--- src/rtl/mem_port_arbiter.sv ---
// mem_port_arbiter
// Shares one single-port synchronous RAM between an instruction-fetch port and
// a data port. Accesses are serialised as IDLE -> ISSUE -> WAIT (MEM_LATENCY
// cycles) -> RESP. Simultaneous requests are granted round-robin, and every
// value driven toward the memory or back to a requester is registered.
module mem_port_arbiter #(
  parameter int ADDR_W      = 30,
  parameter int MEM_LATENCY = 1
) (
  input  logic              clk,
  input  logic              rst,
  input  logic              inst_read,
  input  logic [ADDR_W-1:0] inst_addr,
  output logic [31:0]       inst_dout,
  output logic              inst_ready,
  input  logic              data_read,
  input  logic [3:0]        data_we,
  input  logic [ADDR_W-1:0] data_addr,
  input  logic [31:0]       data_din,
  output logic [31:0]       data_dout,
  output logic              data_ready,
  output logic              mem_en,
  output logic [3:0]        mem_we,
  output logic [ADDR_W-1:0] mem_addr,
  output logic [31:0]       mem_din,
  input  logic [31:0]       mem_dout,
  output logic              busy,
  output logic              grant_data
);

  // Handshake: a port requests by holding inst_read (data port: data_read or
  // nonzero data_we) high with stable address/data. The arbiter answers with a
  // single-cycle *_ready pulse once the access is finished and that port's dout
  // register holds the read word. The requester drops its request in the cycle
  // after it samples ready; a request still high when the arbiter is back in
  // IDLE is a new transaction. Requests are only looked at in IDLE.

  typedef enum logic [1:0] {
    IDLE  = 2'd0,
    ISSUE = 2'd1,
    WAIT  = 2'd2,
    RESP  = 2'd3
  } state_t;

  localparam logic [2:0] LAT = 3'(MEM_LATENCY);

  state_t     state;       // current FSM state, kept visible for debug
  logic       last_grant;  // 1 = data owned the previous grant
  logic       is_write;    // latched access type of the current transaction
  logic [2:0] wait_cnt;    // remaining WAIT cycles, last one at value 1

  logic inst_req;
  logic data_req;
  logic pick_data;

  // Decode the two requests and choose the winner for a grant taken in IDLE.
  always_comb begin
    inst_req  = inst_read;
    data_req  = data_read | (data_we != 4'd0);
    pick_data = 1'b0;
    if (data_req && (!inst_req || !last_grant)) begin
      pick_data = 1'b1;
    end
  end

  // Arbitration FSM: latches the winning access, strobes the RAM for one
  // cycle, waits out the RAM latency, then returns the word with a ready pulse.
  always_ff @(posedge clk or negedge rst) begin
    if (!rst) begin
      state      <= IDLE;
      last_grant <= 1'b1;
      is_write   <= 1'b0;
      wait_cnt   <= 3'd0;
      inst_dout  <= 32'd0;
      inst_ready <= 1'b0;
      data_dout  <= 32'd0;
      data_ready <= 1'b0;
      mem_en     <= 1'b0;
      mem_we     <= 4'd0;
      mem_addr   <= '0;
      mem_din    <= 32'd0;
      busy       <= 1'b0;
      grant_data <= 1'b0;
    end else begin
      case (state)
        IDLE: begin
          if (inst_req || data_req) begin
            grant_data <= pick_data;
            last_grant <= pick_data;
            is_write   <= pick_data && (data_we != 4'd0);
            mem_addr   <= pick_data ? data_addr : inst_addr;
            mem_din    <= pick_data ? data_din : 32'd0;
            mem_we     <= pick_data ? data_we : 4'd0;
            mem_en     <= 1'b1;
            busy       <= 1'b1;
            state      <= ISSUE;
          end
        end
        ISSUE: begin
          mem_en   <= 1'b0;
          mem_we   <= 4'd0;
          wait_cnt <= LAT;
          state    <= WAIT;
        end
        WAIT: begin
          if (wait_cnt == 3'd1) begin
            if (!is_write) begin
              if (grant_data) begin
                data_dout <= mem_dout;
              end else begin
                inst_dout <= mem_dout;
              end
            end
            if (grant_data) begin
              data_ready <= 1'b1;
            end else begin
              inst_ready <= 1'b1;
            end
            state <= RESP;
          end else begin
            wait_cnt <= wait_cnt - 3'd1;
          end
        end
        RESP: begin
          inst_ready <= 1'b0;
          data_ready <= 1'b0;
          busy       <= 1'b0;
          state      <= IDLE;
        end
        default: begin
          state <= IDLE;
        end
      endcase
    end
  end

endmodule
--- config.mk ---
export PLATFORM = sky130hd
export DESIGN_NAME = mem_port_arbiter
export DESIGN_NICKNAME = d
export VERILOG_FILES = /design/src/rtl/mem_port_arbiter.sv
export SDC_FILE = /design/constraint.sdc
export NUM_CORES = 1
export LEC_CHECK = 0
export ABC_AREA = 1
export CAP_MARGIN = 40
export CORE_ASPECT_RATIO = 0.6
export CORE_UTILIZATION = 40
export CTS_BUF_LIST = sky130_fd_sc_hd__clkbuf_4 sky130_fd_sc_hd__clkbuf_8
export DETAILED_ROUTE_END_ITERATION = 12
export PLACE_DENSITY = 0.89
export SYNTH_ARGS = -nofsm -noshare
export SYNTH_HDL_FRONTEND = slang
export SYNTH_SLANG_ARGS = --single-unit
--- constraint.sdc ---
create_clock -name clk -period 2 [get_ports clk]
set_input_delay 0.4 -clock clk [delete_from_list [all_inputs] [get_ports clk]]
set_output_delay 0.4 -clock clk [all_outputs]
set_load 0.03 [all_outputs]
==> metrics.csv <==
stage,metric,value,unit
run_status,status,finished clean,
route,first_iter_violations,390,
cells_and_area,nets,1104,
floorplanning,coreArea,0.0145,sq mm
cells_and_area,final_cell_mix,"nand2_1, clkdlybuf4s50_1, dfrtp_1",
critical_path,path_buf_inv,1,
synthesis,netlist-cell-type-count,21,
power_and_ir_drop,powerDensity,1750,mW/mm^2
synthesis,synth_fp_nets,840,
placement,place_area,0.00887,sq mm
synthesis,syn-instance-count,701,
cells_and_area,fin_util,0.637,
power_and_ir_drop,comb_power_share,0.548,
cells_and_area,instances_no_fill,1176,
floorplanning,placementRows,34,
critical_path,critPathRequiredTime,1.60,ns
sta,finalCriticalPeriod,1.92,ns
power_and_ir_drop,totalPowerFinal,0.0162,W
floorplanning,die_y,96.8,microns
critical_path,critPathKind,register to primary output,
power_and_ir_drop,swShare,0.456,
cells_and_area,stdcell_area,0.00927,sq mm
floorplanning,start_util,0.412,
critical_path,cp_max_fo,2,
cells_and_area,fillCellCount,1210,
sta,max_slew_margin,0.591,
sta,tns,0,ns
grt,grt_start_max_net_pins,65,
placement,dpl.hpwl,12500,microns
critical_path,cpPeakStageDelay,0.74,ns
power_and_ir_drop,cellLeakagePower,4.61,nW
route,vias_per_cell,4.75,
clock_network,root_buffer,clkbuf_8,
grt,grt_usage,0.229,
floorplanning,die_w,160,microns
cells_and_area,syn_to_final_growth,54.7,%
critical_path,worst-path-stages,1,
route,wirelength,16900,microns
critical_path,arrival,1.52,ns
floorplanning,dieArea,0.0155,sq mm
synthesis,synth_area,0.00599,sq mm
sta,final-max-slew-violation-count,0,
route,ant_nets,0,
placement,gp_congestion,0.857,
clock_network,clk_pin_slew,0.09,ns
cells_and_area,n_antenna_cell,0,
sta,setup_viol,0,
route,num_vias,5581,
synthesis,yosys_warnings,0,
clock_network,cts_tree,built,
run,maxCapViolCount,0,
sta,finalCritPeriodShare,0.958,
cells_and_area,drive_above_1_share,0.0624,
grt,overflow,0,
critical_path,path_delay_family,buffers and inverters,
power_and_ir_drop,power.internal,0.00881,W
grt,grt_pass1_wl,28200,microns
hold_path,min_path_cells,2,
sta,tightest_slew,0.613,ns
synthesis,avgSynthCellArea,8.55,sq um
power_and_ir_drop,ir_worst_vdd,0.892,mV
hold_path,min_path_type,register to register,
critical_path,path_cells,clkdlybuf4s50_1,
placement,dp_cells,1143,
power_and_ir_drop,p_seq_frac,0.314,
power_and_ir_drop,clockPowerShare,0.138,
sta,fmaxAchievable,0.522,GHz
synthesis,synth-seq-cells,142,
floorplanning,ioPinCount,267,
critical_path,crit_path_end_kind,primary output,
clock_network,numCtsBuffers,17,
cells_and_area,mostFrequentLayoutCell,nand2_1,
critical_path,rr_worst_depth,6,
grt,antenna_found_initial,0,
clock_network,insertion_delay,0.42,ns
grt,grt_pass1_vias,5522,
clock_network,cts_buffer_depth,2,
route,first_pass_iters,5,
power_and_ir_drop,p_sw,0.00739,W
critical_path,startpoint_type,register,
route,drc_errors,0,
sta,rsz0062_at_grt,false,
critical_path,cp_slowest_cell,clkdlybuf4s50_1,
clock_network,cts_sinks,142,
sta,hold_viol,0,
synthesis,yosysSeqAreaShare,0.593,
sta,clock_skew,0.0155,ns
route,avgRoutedWirePerCell,14.4,microns
clock_network,htreeDepth,4,
placement,port_buffers,266,
area by class of cell:
type | instances | area, sq um | share of cell area
well taps | 198 | 248 | 0.0267
clock buffers | 17 | 234 | 0.0252
clock inverters | 15 | 153 | 0.0165
flip-flops and latches | 142 | 3550 | 0.383
inverters | 47 | 176 | 0.0190
repair buffers | 280 | 2860 | 0.309
multi-input cells | 477 | 2050 | 0.221
synthesized netlist by cell type, drive strengths merged:
library cell,n,share of area
nor2,6,0.0050
dfrtp,141,0.59
xnor2,1,0.0015
clkbuf,5,0.0031
ha,7,0.015
dfstp,1,0.0044
and2,1,0.0010
nand3,43,0.039
o21ai,70,0.058
buf,30,0.033
nand4,3,0.0031
or2,1,0.0010
inv,47,0.029
nand2,343,0.22
o22ai,2,0.0021
registers in the layout (all words and copies together) (netlist names), 2 cells and up:
name / count
wait_cnt: 3
mem_we: 4
mem_din: 32
data_dout: 32
state: 2
inst_dout: 32
mem_addr: 30
cells by family after synthesis:
group,synth area share
compound gates,0.0605
simple gates,0.265
fa+ha+maj,0.0146
xor+xnor,0.00146
flops,0.593
buf+inv,0.0657
path summary, 6_finish.rpt:
path                       slack, ns      endpoint   startpoint
setup / recovery                0.08   mem_din[25]  mem_din[25]
hold / removal                  0.47    last_grant   last_grant
setup reg to reg                0.18   mem_din[18]     state[1]
hold reg to reg                 0.47    last_grant   last_grant
max in group asynchronous       0.91    last_grant          rst
min in group asynchronous       0.50  data_dout[9]          rst
stage by stage:
stage / setup slack, ns / hold slack (ns)
finish: 0.0841 / 0.474
global route: 0.00268 / 0.479
CTS: 0.0478 / 0.475
detailed placement: -0.00120 / 0.403
global placement: 0.0566 / 0.400
floorplan: 0.549 / 0.104
routing by layer:
layer	up-vias	wire (microns)	part of all wire	global-route usage
li1	2713	-	-	-
met3	9	1270	0.075	0.0703
met4	0	123	0.0073	0.0476
met5	-	0	0	0
met1	2656	7520	0.44	0.296
met2	203	8030	0.47	0.378
what timing repair did:
item	4_1_cts	5_1_grt
hold endpoints to repair	49	0
buffers inserted	0	0
setup endpoints to repair	1	1
resized for setup	1	1
gates cloned	0	0
pin swaps	0	0
hold buffers	1	0
power groups by stage:
stage	registers, W	clock network (W)	logic (W)
floorplan	0.00763	0	0.00266
global placement	0.00507	0	0.00873
detailed placement	0.00511	0	0.00892
CTS	0.00508	0.00230	0.00895
global route	0.00526	0.00245	0.00955
finish	0.00508	0.00223	0.00888
Note: power is estimated with default switching activity, not from simulation.
